File: src/rtl/frame_ram_pkg.sv
// Shared constants for the frame-buffer datapath: arbiter state encoding and
// frame geometry used by the arbiter, SD sequencer and VGA fetcher.
package frame_ram_pkg;

  typedef enum logic {
    RD_PRIO  = 1'b0,
    WR_FORCE = 1'b1
  } arb_state_e;

  localparam int FRAME_W         = 640;
  localparam int FRAME_H         = 480;
  localparam int WORDS_PER_FRAME = FRAME_W * FRAME_H;

  // Wide enough for the largest allowed reader run length (255).
  localparam int RUN_CNT_W = 8;

endpackage

File: src/rtl/arb_valid_pipe.sv
// Read-valid delay line: a read acked in cycle N shows up on valid_o in
// cycle N+DEPTH. Async clear drops every read still in flight.
module arb_valid_pipe #(
  parameter int DEPTH = 2
) (
  input  logic sys_clk,
  input  logic sys_rst_n,
  input  logic valid_i,
  output logic valid_o,
  output logic any_o
);

  logic [DEPTH-1:0] stage_q;

  always_ff @(posedge sys_clk or negedge sys_rst_n) begin
    if (!sys_rst_n) begin
      stage_q <= '0;
    end else begin
      stage_q <= {stage_q[DEPTH-2:0], valid_i};
    end
  end

  assign valid_o = stage_q[DEPTH-1];
  assign any_o   = |stage_q;

endmodule

File: src/rtl/frame_ram_arbiter.sv
// Single-port frame RAM arbiter: VGA reader has priority, SD writer is forced
// through after MAX_RD_RUN contested reads. Optional counters: FRAME_ARB_STAT_EN.
module frame_ram_arbiter
  import frame_ram_pkg::*;
#(
  parameter int ADDR_W     = 32,
  parameter int DATA_W     = 16,
  parameter int RAM_RD_LAT = 1,
  parameter int MAX_RD_RUN = 8
) (
  input  logic              sys_clk,
  input  logic              sys_rst_n,
  input  logic              wr_req,
  input  logic [ADDR_W-1:0] wr_addr,
  input  logic [DATA_W-1:0] wr_data,
  output logic              wr_ack,
  input  logic              rd_req,
  input  logic [ADDR_W-1:0] rd_addr,
  output logic              rd_ack,
  output logic              rd_valid,
  output logic [DATA_W-1:0] rd_data,
  output logic              ram_ena,
  output logic              ram_wena,
  output logic [ADDR_W-1:0] ram_addr,
  output logic [DATA_W-1:0] ram_din,
  input  logic [DATA_W-1:0] ram_dout,
  output logic              busy
`ifdef FRAME_ARB_STAT_EN
  ,
  output logic [31:0]       stat_conflicts,
  output logic [31:0]       stat_forced
`endif
);

  localparam logic [RUN_CNT_W-1:0] RUN_LAST = RUN_CNT_W'(MAX_RD_RUN - 1);

  arb_state_e           state_q, state_d;
  logic [RUN_CNT_W-1:0] run_cnt_q, run_cnt_d;
  logic                 ram_ena_q, ram_wena_q;
  logic [ADDR_W-1:0]    ram_addr_q;
  logic [DATA_W-1:0]    ram_din_q;
  logic                 rd_inflight;

  always_ff @(posedge sys_clk or negedge sys_rst_n) begin
    if (!sys_rst_n) begin
      state_q   <= RD_PRIO;
      run_cnt_q <= '0;
    end else begin
      state_q   <= state_d;
      run_cnt_q <= run_cnt_d;
    end
  end

  // Grant is combinational so each side can be served every cycle.
  always_comb begin
    state_d   = state_q;
    run_cnt_d = run_cnt_q;
    rd_ack    = 1'b0;
    wr_ack    = 1'b0;
    case (state_q)
      RD_PRIO: begin
        if (rd_req) begin
          rd_ack = 1'b1;
          if (wr_req) begin
            run_cnt_d = run_cnt_q + RUN_CNT_W'(1);
            if (run_cnt_q == RUN_LAST) begin
              state_d = WR_FORCE;
            end
          end else begin
            run_cnt_d = '0;
          end
        end else begin
          wr_ack    = wr_req;
          run_cnt_d = '0;
        end
      end
      WR_FORCE: begin
        wr_ack    = wr_req;
        run_cnt_d = '0;
        state_d   = RD_PRIO;
      end
      default: begin
        state_d   = RD_PRIO;
        run_cnt_d = '0;
      end
    endcase
  end

  // Address and write data hold their last value when nothing is granted.
  always_ff @(posedge sys_clk or negedge sys_rst_n) begin
    if (!sys_rst_n) begin
      ram_ena_q  <= 1'b0;
      ram_wena_q <= 1'b0;
      ram_addr_q <= '0;
      ram_din_q  <= '0;
    end else begin
      ram_ena_q  <= rd_ack | wr_ack;
      ram_wena_q <= wr_ack;
      if (wr_ack) begin
        ram_addr_q <= wr_addr;
        ram_din_q  <= wr_data;
      end else if (rd_ack) begin
        ram_addr_q <= rd_addr;
      end
    end
  end

  arb_valid_pipe #(
    .DEPTH(1 + RAM_RD_LAT)
  ) u_valid_pipe (
    .sys_clk  (sys_clk),
    .sys_rst_n(sys_rst_n),
    .valid_i  (rd_ack),
    .valid_o  (rd_valid),
    .any_o    (rd_inflight)
  );

  assign ram_ena  = ram_ena_q;
  assign ram_wena = ram_wena_q;
  assign ram_addr = ram_addr_q;
  assign ram_din  = ram_din_q;
  assign rd_data  = ram_dout;
  assign busy     = ram_ena_q | rd_inflight;

`ifdef FRAME_ARB_STAT_EN
  logic [31:0] stat_conflicts_q, stat_forced_q;

  always_ff @(posedge sys_clk or negedge sys_rst_n) begin
    if (!sys_rst_n) begin
      stat_conflicts_q <= '0;
      stat_forced_q    <= '0;
    end else begin
      if (rd_req && wr_req && (stat_conflicts_q != 32'hFFFF_FFFF)) begin
        stat_conflicts_q <= stat_conflicts_q + 32'd1;
      end
      if ((state_q == WR_FORCE) && wr_ack && (stat_forced_q != 32'hFFFF_FFFF)) begin
        stat_forced_q <= stat_forced_q + 32'd1;
      end
    end
  end

  assign stat_conflicts = stat_conflicts_q;
  assign stat_forced    = stat_forced_q;
`endif

endmodule
File: config.mk
export PLATFORM = sky130hd
export DESIGN_NAME = frame_ram_arbiter
export DESIGN_NICKNAME = d
export VERILOG_FILES = /design/src/rtl/frame_ram_pkg.sv /design/src/rtl/arb_valid_pipe.sv /design/src/rtl/frame_ram_arbiter.sv
export SDC_FILE = /design/constraint.sdc
export NUM_CORES = 1
export LEC_CHECK = 0
export CORE_MARGIN = 3
export CORE_UTILIZATION = 39
export DETAILED_ROUTE_END_ITERATION = 8
export PLACE_DENSITY = 0.9
export RECOVER_POWER = 100
export SYNTH_ARGS = -nofsm -noshare
export SYNTH_HDL_FRONTEND = slang
export SYNTH_HIERARCHICAL = 1
export SYNTH_SLANG_ARGS = --single-unit
File: constraint.sdc
create_clock -name sys_clk -period 3.4 [get_ports sys_clk]
set_input_delay 0.51 -clock sys_clk [delete_from_list [all_inputs] [get_ports sys_clk]]
set_output_delay 0.51 -clock sys_clk [all_outputs]
set_load 0.02 [all_outputs]
== Word-level counts from Yosys, hierarchy flattened ==
Index checks and enable logic that the tools add are counted.

* Eq/ne operators: 1
* Mux-type cells: 13
* Reduce and logical (&&, ||, !) cells: 2
* Bitwise gates (word level): 3
* $add $sub $neg: 1

{| class="wikitable"
|+ Operator list
! kind !! number
|-
| $mux 32 || 2
|-
| $mux 8 || 2
|-
| $pmux 8 s2 || 1
|-
| $add 8x1->8 const B || 1
|-
| $eq 8x3->1 const B || 1
|-
| $mux 1 || 6
|-
| $pmux 1 s2 || 2
|-
| $or 1x1->1 || 2
|-
| $reduce_bool 2->1 || 1
|-
| $reduce_or 2->1 || 1
|-
| $not 1->1 || 1
|}

* Register bits: 61
* Input bits: 100
* Word-level logic and storage cells: 27

== Longest topological paths before layout ==
Gate-level depths: netlist of run 1.

* Word-level depth: 5
* Depth in mapped cells: 6

== Cells and area by module ==
The synthesis of run 1 kept the hierarchy.

{| class="wikitable"
|+ Modules (own cells, without submodules)
! module !! seq. area each (sq um) !! cells each !! area each (sq um) !! times used
|-
| frame_ram_arbiter || 1476.4 || 235 || 2721.4 || 1
|-
| arb_valid_pipe || 50.0 || 3 || 56.3 || 1
|}

== Worst setup path after synthesis of run 1 ==
No wires, ideal clock.

* Kind: in2out
* From: input rd_req
* To: output wr_ack
* Cell stages on the path: 6
* Data arrival time: 1.283 ns
* Setup slack: 1.607 ns
* Cell sequence: nor2b_4 -> buf_6 -> nand2b_4 -> buf_6 -> buf_6 -> inv_1

* Longest elaborated chain between the ends: 2

{| class="wikitable"
|+ Ends and longest elaborated chain
! item !! line !! text
|-
| from (decl) || frame_ram_arbiter.sv:17 || <nowiki>input logic rd_req,</nowiki>
|-
| $mux 1 || frame_ram_arbiter.sv:62 || <nowiki>if (rd_req) begin</nowiki>
|-
| $pmux 1 s2 || frame_ram_arbiter.sv:60 || <nowiki>case (state_q)</nowiki>
|-
| to (decl) || frame_ram_arbiter.sv:16 || <nowiki>output logic wr_ack,</nowiki>
|}

Every way passes these cells.

== Final worst setup path of run 1 ==
* From: input rd_req
* To: output rd_ack

* Longest elaborated chain between the ends: 2

{| class="wikitable"
|+ Ends and longest elaborated chain
! item !! line !! text
|-
| $mux 1 || frame_ram_arbiter.sv:62 ||
|-
| $mux 1 || frame_ram_arbiter.sv:60 ||
|-
| to (decl) || frame_ram_arbiter.sv:19 || <nowiki>output logic rd_ack,</nowiki>
|}

Every way passes these cells.

==> metrics.md, run 1 <==
| Metric | Value |
|---|---|
| Status | complete, but fails checks |
| Failing checks | capacitance limit, slew limit |
| Layout Cells excl Fill | 460 |
| Die area | 8170 um2 |
| Cells after synthesis | 238 |
| # IOs | 170 |
| Start point of the worst hold path | u_valid_pipe/stage_q[0] |
| Post-CTS setup buffer count | 0 |
| Layout cell share with drive strength beyond 1 | 0.0742 |
| Synth Area in Compound Gates | 0.0685 |
| H-tree Lvls | 3 |
| Clock network latency to the later pin of the worst-skew pair | 0.32 ns |
| Fin. max-slew vios | 34 |
| Arr. time, crit path | 2.31 ns |
| Power Density | 433 nW/um2 |
| Layout area overhead | 51.5% |
| Crit path required time | 2.89 ns |
| Initial antenna violation count | 0 |
| Mux contribution to synthesized area | 0.192 |
| Register Area | 1530 um2 |
| Crit path top cell by count | dlygate4sd3_1 |
| Sw frac | 0.268 |
| Leak pwr | 1.86 nW |
| Via density | 4.69 |
| CP Launch Type | input port |
| Fin. Hold Viols | 0 |
| Cell Chain, Critical Path | dlygate4sd3_1 -> nor2b_1 -> buf_4 -> dlygate4sd3_1 |
| Pre-CTS setup slack | 0.780 ns |
| First-pass GRT wire length | 11600 um |
| Iteration-0 DRC count of the detailed router | 49 |
| Reg2reg start | state_q |
| Synthesized area | 2780 um2 |
| Min-Delay Endpoint | u_valid_pipe/stage_q[1] |
| Xor/xnor cell area share of the yosys netlist | 0.00946 |
| Rows | 30 |
| Post-route clock period utilization | 0.829 |
| Syn Nets | 340 |
| PnR worst setup slack | 0.581 ns |
| Clock buffer depth | 2 |
| DRT Pass-1 Iters | 4 |
| Hold Crit Depth | 0 |
| Synth Flop Type | dfrtp_1 |
| Min-delay worst type | reg2reg |
| Max FO, Critical Path | 36 |
| Final nets | 462 |
| Adder-Cell Fraction of Synth Area | 0.00901 |
| Via count | 2159 |
| Placed Instances | 445 |
| PortBufs | 137 |
| Grt total ovfl | 0 |
| Root buffer cell | clkbuf_8 |
| Crit-path slowest cell | dlygate4sd3_1 |
| Worst r2r path cells | 3 |
| Synth cell types | 25 |
| TNS Setup | 0 ns |
| Final setup viols | 0 |
| Share of Yosys cell area claimed by the top area cell type | 0.550 |
| Clk_skew | 0.00611 ns |
| Max-cap violation count | 1 |
| Total CTS buffers | 9 |
| Setup CP Type | in2out |
| Gpl congestion | 0.805 |
| Clk pwr share | 0.317 |
| Cts hold-fix bufs | 0 |
| Max-slew headroom | -0.165 |
| Internal | 0.00134 W |
| Period minus WS final | 2.82 ns |
| Number of flops mapped to enable cells by yosys | 0 |
| Resized cells post-CTS | 0 |
| Worst Tran Pin Value | 1.75 ns |
| # fillers | 563 |
| Core ar. | 6830 um2 |
| Post-DP HPWL | 5310 um |
| DR WL/cell | 15.2 um |
| Initial Util | 0.407 |
| Yosys reg bits | 61 |
| Die X | 90.4 um |
| Post-route DRC | 0 |
| Ys Warns | 6 |
| Top post-synthesis cells by area | dfrtp_1 (55%), mux2i_1 (12%), o21ai_0 (6.3%) |
| Clock sinks | 61 |
| Ant. Diodes | 0 |
| Slowest stage delay, CP | 0.72 ns |
| Worst vdd ir | 0.190 mV |
| ANT nets after route | 0 |
| Gate power share | 0.230 |
| Main combinational cell family by area after synthesis | multiplexers |
| Sequential-to-total area share from yosys stat | 0.550 |
| CP Capture Type | output port |
| Largest net degree at the start of global routing | 37 |
| Die height | 90.4 um |
| Vias in the first global route | 2286 |
| Max Fclk | 355 MHz |
| Overall routed net length | 7000 um |
| R2r setup slk | 1.50 ns |
| Top post-synthesis cells by count | dfrtp_1 (61), nand2_1 (35), o21ai_0 (35) |
| Syn_area_per_cell | 11.7 um2 |
| Clk pin slew, worst setup/hold paths | 0.06 ns |
| Area of the multi-input gates | 996 um2 |
| Ys async rst share | 1.00 |
| Sequential share of power | 0.453 |
| Cell taking the most area after synthesis | dfrtp_1 |
| Psw | 0.000489 W |
| Worst reg2reg endpoint | ram_addr[31] |
| Simple-Gate Fraction of Synth Area | 0.0941 |
| Total GRT Usage | 0.179 |
| CTS tree | built |
| Top-count cell post-synth | dfrtp_1 |
| RSZ-0062 raised after global routing | false |
## final cells by class
cell class | instances | share of cell area
Clock inverter | 1 | 0.00119
Clock buffer | 14 | 0.0410
Timing Repair Buffer | 141 | 0.329
Multi-Input combinational cell | 146 | 0.237
Tap cell | 96 | 0.0285
Sequential cell | 61 | 0.363
Inverter | 1 | 0.000892
## power by group through the flow
stage | Combinational [W] | Sequential (W) | Clock, W
6_report | 0.000420 | 0.000826 | 0.000578
4_1_cts | 0.000469 | 0.000831 | 0.000597
2_1_floorplan | 0.000145 | 0.000922 | 0
3_5_place_dp | 0.000468 | 0.000843 | 0
5_1_grt | 0.000450 | 0.000835 | 0.000630
3_3_place_gp | 0.000457 | 0.000839 | 0
## layer usage
layer	vias up	global-route usage	wire, um	part of all wire
li1	1041	-	-	-
met1	1023	0.207	2810	0.40
met2	86	0.311	3660	0.52
met3	9	0.0575	443	0.063
met4	0	0.0625	86	0.012
met5	-	0	0	0
## sequential cells by signal, summed over array words and instances (netlist names)
name / flops
state_q: 1
ram_wena: 1
ram_addr: 32
u_valid_pipe/stage_q: 2
ram_ena: 1
run_cnt_q: 8
ram_din: 16
## how the worst max path moves through the flow
stage | from | endpoint
after floorplan | rd_req | wr_ack
after global placement | rd_req | rd_ack
after detailed placement | rd_req | rd_ack
after CTS | rd_req | rd_ack
after global routing | rd_req | rd_ack
final | rd_req | rd_ack
## worst max-delay path: cells and delay by family
| family | cells | cell delay [ns] |
|---|---|---|
| AND/OR/NAND/NOR | 1 | 0.21 |
| buffers and inverters | 3 | 1.57 |
## cell families after synthesis
family,Yosys count
fa+ha+maj,2
mux,48
flops,61
xor+xnor,3
simple gates,55
compound gates,38
buf+inv,31
## per-stage QoR
stage / power [W] / util / instance area [um2] / hold slack [ns]
floorplan: 0.00107 / - / 2780 / 0.214
global placement: 0.00130 / 0.597 / 4080 / 0.352
detailed placement: 0.00131 / 0.597 / 4080 / 0.362
CTS: 0.00190 / 0.623 / 4260 / 0.262
global route: 0.00192 / 0.616 / 4210 / 0.418
finish: 0.00182 / 0.616 / 4210 / 0.377
## layout by cell type, fill, tap and decap left out, types with 3 or more instances in the layout
master	count
clkbuf_8	12
mux2_2	7
dlygate4sd3_1	55
clkdlybuf4s50_1	80
nand3_1	4
a21oi_1	3
or3_1	3
nand2_1	35
mux2i_1	32
mux2_1	9
nor2_1	4
clkbuf_1	4
o21ai_0	35
dfrtp_1	61
Power figures use the tool's default switching activity.
==> run 2: changes to the inputs <==
--- a/config.mk
+++ b/config.mk
@@ -6,9 +6,9 @@
 export NUM_CORES = 1
 export LEC_CHECK = 0
 export CORE_MARGIN = 3
-export CORE_UTILIZATION = 39
+export CORE_UTILIZATION = 34
 export DETAILED_ROUTE_END_ITERATION = 8
-export PLACE_DENSITY = 0.9
+export PLACE_DENSITY = 0.84
 export RECOVER_POWER = 100
 export SYNTH_ARGS = -nofsm -noshare
 export SYNTH_HDL_FRONTEND = slang
==> constraint.sdc (replaced) <==
create_clock -name sys_clk -period 2.27 [get_ports sys_clk]
set_input_delay 0.3405 -clock sys_clk [delete_from_list [all_inputs] [get_ports sys_clk]]
set_output_delay 0.3405 -clock sys_clk [all_outputs]
set_load 0.02 [all_outputs]
==> metrics.md, run 2 (same netlist as run 1, synthesis figures left out) <==
| Metric | Value |
|---|---|
| Status | complete, but fails checks |
| Failing checks | capacitance limit, slew limit |
| ANT nets after route | 0 |
| Post-route clock period utilization | 0.944 |
| Final nets | 463 |
| Largest net degree at the start of global routing | 49 |
| Clk pin slew, worst setup/hold paths | 0.07 ns |
| Clk pwr share | 0.357 |
| Worst reg2reg endpoint | ram_din[1] |
| Worst Tran Pin Value | 1.68 ns |
| Post-route DRC | 0 |
| Max reg flops | 32 |
| Most frequent cells in the layout | clkdlybuf4s50_1 (82), dfrtp_1 (61), dlygate4sd3_1 (53), nand2_1 (35), o21ai_0 (35) |
| Max-slew headroom | -0.122 |
| # IOs | 170 |
| Max-cap violation count | 1 |
| CTS tree | built |
| Crit path required time | 1.93 ns |
| Sw frac | 0.267 |
| H-tree Lvls | 3 |
| Period minus WS final | 2.14 ns |
| Fin. Hold Viols | 0 |
| Power Density | 683 nW/um2 |
| Layout cell share with drive strength beyond 1 | 0.0874 |
| Leak pwr | 1.89 nW |
| Internal | 0.00214 W |
| Grt total ovfl | 0 |
| Clock buffer depth | 2 |
| Die height | 96.4 um |
| Max Fclk | 467 MHz |
| Gate power share | 0.220 |
| Total GRT Usage | 0.157 |
| Fin. max-slew vios | 30 |
| Sequential share of power | 0.424 |
| Clock network latency to the later pin of the worst-skew pair | 0.33 ns |
| Post-DP HPWL | 5480 um |
| Setup CP Type | in2out |
| Via density | 4.70 |
| Die area | 9290 um2 |
| Root buffer cell | clkbuf_8 |
| First-pass GRT wire length | 11000 um |
| Layout Cells excl Fill | 468 |
| PortBufs | 137 |
| Clock sinks | 61 |
| Via count | 2200 |
| Initial Util | 0.354 |
| DR WL/cell | 15.6 um |
| DRT Pass-1 Iters | 4 |
| Rows | 32 |
| Final setup viols | 0 |
| Vias in the first global route | 2219 |
| Setup crit end | wr_ack |
| Max FO, Critical Path | 4 |
| Total CTS buffers | 9 |
| Post-CTS setup buffer count | 0 |
| Placed Instances | 452 |
| Worst setup path startpoint | rd_req |
| Gpl congestion | 0.672 |
| TNS Setup | 0 ns |
| Commonest non-fill, non-tap cell in the layout | clkdlybuf4s50_1 |
| Worst vdd ir | 0.288 mV |
| Worst r2r path cells | 4 |
| Initial antenna violation count | 0 |
| Ant. Diodes | 0 |
| Cts hold-fix bufs | 0 |
| CP Launch Type | input port |
| Clk_skew | 0.00366 ns |
| Layout area overhead | 53.9% |
| Die X | 96.4 um |
| Overall routed net length | 7290 um |
| Psw | 0.000781 W |
| Arr. time, crit path | 1.80 ns |
| CP Capture Type | output port |
| Resized cells post-CTS | 0 |
| Core ar. | 7850 um2 |
| R2r setup slk | 0.34 ns |
| Min-delay worst type | in2reg |
| Reg2reg start | state_q |
| RSZ-0062 raised after global routing | false |
| Iteration-0 DRC count of the detailed router | 34 |
## run 2: how the worst min path moves through the flow
stage / cells after the start / to / slack (ns) / start
finish: 3 / ram_wena / 0.28 / wr_req
global route: 3 / ram_wena / 0.29 / wr_req
CTS: 1 / ram_addr[28] / 0.06 / sys_rst_n
floorplan: 0 / ram_addr[0] / 0.04 / sys_rst_n
detailed placement: 0 / u_valid_pipe/stage_q[1] / 0.37 / u_valid_pipe/stage_q[0]
global placement: 0 / u_valid_pipe/stage_q[1] / 0.35 / u_valid_pipe/stage_q[0]
## run 2: area by class of cell
cell class,count,area (um2)
Fill cell,675,3570
Timing Repair Buffer,142,1400
Inverter,1,3.75
Clock inverter,7,90.1
Clock buffer,9,124
Multi-Input combinational cell,146,1000
Tap cell,102,128
Sequential cell,61,1530
## run 2: worst max-delay path: stages
cell and delay, ns:
clkdlybuf4s50_1 0.46, nor2b_4 0.17, nand2b_1 0.13, inv_1 0.05, dlygate4sd3_1 0.64
## run 2: per-stage QoR
stage	setup WS, ns	instance area, um2	power (W)	util	hold slack (ns)
after global routing	0.0685	4280	0.00307	0.545	0.295
final	0.128	4280	0.00292	0.545	0.281
after CTS	0.163	4320	0.00302	0.551	0.0592
after floorplan	0.816	2780	0.00160	-	0.0449
after global placement	0.230	4110	0.00195	0.523	0.352
after detailed placement	0.222	4110	0.00197	0.523	0.366
## run 2: routing by layer
layer	track usage	vias to the layer above	wire [um]
met5	0	-	0
met4	0.0666	0	109
met2	0.270	103	3600
met3	0.0542	11	769
li1	-	1041	-
met1	0.175	1045	2810
## run 2: power groups by stage
stage	logic [W]	registers (W)	clock network, W
2_1_floorplan	0.000217	0.00138	0
3_3_place_gp	0.000693	0.00126	0
3_5_place_dp	0.000708	0.00126	0
4_1_cts	0.000710	0.00124	0.00107
5_1_grt	0.000689	0.00125	0.00113
6_report	0.000641	0.00124	0.00104
==> run 3: changes to the inputs <==
--- a/config.mk
+++ b/config.mk
@@ -6,10 +6,11 @@
 export NUM_CORES = 1
 export LEC_CHECK = 0
 export CORE_MARGIN = 3
-export CORE_UTILIZATION = 34
+export CORE_UTILIZATION = 39
 export DETAILED_ROUTE_END_ITERATION = 8
-export PLACE_DENSITY = 0.84
+export PLACE_DENSITY = 0.9
 export RECOVER_POWER = 100
+export SETUP_SLACK_MARGIN = 0.3
 export SYNTH_ARGS = -nofsm -noshare
 export SYNTH_HDL_FRONTEND = slang
 export SYNTH_HIERARCHICAL = 1
==> constraint.sdc (replaced) <==
create_clock -name sys_clk -period 2.5 [get_ports sys_clk]
set_input_delay 0.375 -clock sys_clk [delete_from_list [all_inputs] [get_ports sys_clk]]
set_output_delay 0.375 -clock sys_clk [all_outputs]
set_load 0.02 [all_outputs]
==> metrics.md, run 3 (same netlist as run 1, synthesis figures left out) <==
| Metric | Value |
|---|---|
| Power Density | 631 nW/um2 |
| Largest net degree at the start of global routing | 37 |
| Worst setup path startpoint | rd_req |
| Die X | 90.4 um |
| Layout cell share with drive strength beyond 1 | 0.0817 |
| CP Capture Type | output port |
| Post-DP HPWL | 5370 um |
| Grt total ovfl | 0 |
| Core ar. | 6830 um2 |
| Fin. max-slew vios | 0 |
| Clk pin slew, worst setup/hold paths | 0.07 ns |
| Worst vdd ir | 0.324 mV |
| Gpl congestion | 0.828 |
| Arr. time, crit path | 1.91 ns |
| Crit-path slowest cell | clkdlybuf4s50_1 |
| PortBufs | 137 |
| Cts hold-fix bufs | 0 |
| Die height | 90.4 um |
| Ant. Diodes | 0 |
| Vias in the first global route | 2334 |
| Final core occ | 0.625 |
| Total GRT Usage | 0.181 |
| Via count | 2197 |
| Iteration-0 DRC count of the detailed router | 60 |
| Clock sinks | 61 |
| Clock buffer depth | 2 |
| Max reg flops | 32 |
| Leak pwr | 1.88 nW |
| TNS Setup | 0 ns |
| Final setup viols | 0 |
| Final nets | 464 |
| Clock network latency to the later pin of the worst-skew pair | 0.33 ns |
| Setup CP Type | in2out |
| Overall routed net length | 7180 um |
| Start point of the worst hold path | wr_req |
| Rows | 30 |
| Max-slew headroom | 0.0653 |
| Total CTS buffers | 9 |
| ANT nets after route | 0 |
| Worst Tran Pin Value | 1.40 ns |
| Post-route DRC | 0 |
| Post-route clock period utilization | 0.914 |
| Initial antenna violation count | 0 |
| Layout area overhead | 53.6% |
| Min-delay worst type | in2reg |
| Clk_skew | 0.0110 ns |
| CTS tree | built |
| # IOs | 170 |
| Status | finished, final reports clean |
| DRT Pass-1 Iters | 4 |
| Post-CTS setup buffer count | 0 |
| RSZ-0062 raised after global routing | false |
| CP Launch Type | input port |
| Die area | 8170 um2 |
| Cell Chain, Critical Path | dlygate4sd3_1 -> nor2b_4 -> nand2b_1 -> inv_1 -> clkdlybuf4s50_1 |
| Max-cap violation count | 0 |
| Most frequent cells in the layout | clkdlybuf4s50_1 (81), dfrtp_1 (61), dlygate4sd3_1 (54), nand2_1 (35), o21ai_0 (35) |
| Max Fclk | 438 MHz |
| Max FO, Critical Path | 4 |
| Root buffer cell | clkbuf_8 |
| Via density | 4.75 |
| Initial Util | 0.407 |
| Slowest stage delay, CP | 0.61 ns |
| Period minus WS final | 2.28 ns |
| Reg2reg start | state_q |
| DR WL/cell | 15.5 um |
| First-pass GRT wire length | 11800 um |
| Fin. Hold Viols | 0 |
| # fillers | 559 |
| Crit path required time | 2.12 ns |
| Power Total | 0.00269 W |
| H-tree Lvls | 3 |
| Commonest non-fill, non-tap cell in the layout | clkdlybuf4s50_1 |
| Resized cells post-CTS | 0 |
[run 3: changes by cell type in the layout (fill, tap and decap cells not counted), sizes merged]
cell,previous run,this run
clkinvlp,2,0
clkdlybuf4s50,82,81
clkbuf,13,17
clkinv,3,2
dlygate4sd3,53,54
[run 3: through the flow]
step / setup slack (ns) / instance area (um2) / std cells / hold WS (ns)
2_1_floorplan: 0.977 / 2780 / 238 / 0.0794
3_3_place_gp: 0.355 / 4090 / 447 / 0.353
3_5_place_dp: 0.356 / 4090 / 447 / 0.367
4_1_cts: 0.353 / 4320 / 463 / 0.0352
5_1_grt: 0.175 / 4270 / 463 / 0.335
6_report: 0.216 / 4270 / 463 / 0.320
[run 3: layer usage]
metal  global-route usage  part of all wire  up-vias
met3               0.0517             0.060       13
met5                    0                 0        -
met4               0.0778             0.019        0
li1                     -                 -     1047
met2                0.312              0.52       91
met1                0.211              0.40     1046
[run 3: critical path, delay by kind of cell]
| kind | cells | cell delay, ns |
|---|---|---|
| buffers and inverters | 3 | 1.23 |
| and+or+nand+nor | 2 | 0.30 |
[run 3: layout make-up]
| type | count | area (um2) | share of cell area |
|---|---|---|---|
| Clock inverter | 4 | 70.1 | 0.0164 |
| Inverter | 1 | 3.75 | 0.000880 |
| Clock buffer | 12 | 155 | 0.0364 |
| Tap cell | 96 | 120 | 0.0282 |
| Sequential cell | 61 | 1530 | 0.358 |
| Multi-Input combinational cell | 146 | 1000 | 0.234 |
| Timing Repair Buffer | 143 | 1390 | 0.326 |
[run 3: report_power, final]
part / switching, W / total, W / leakage (nW) / internal (W)
registers: 0.0000452 / 0.00112 / 0.745 / 0.00108
logic: 0.000271 / 0.000576 / 1.02 / 0.000305
clock network: 0.000380 / 0.000994 / 0.116 / 0.000613
[run 3: final timing paths]
check / endpoint / slack [ns] / cells after the start
max reg2reg: ram_din[3] / 0.61 / 4
max in group asynchronous: ram_din[15] / 0.82 / 2
min: ram_wena / 0.32 / 3
min reg2reg: u_valid_pipe/stage_q[1] / 0.39 / 0
min in group asynchronous: ram_din[6] / 0.34 / 1
max: wr_ack / 0.22 / 5
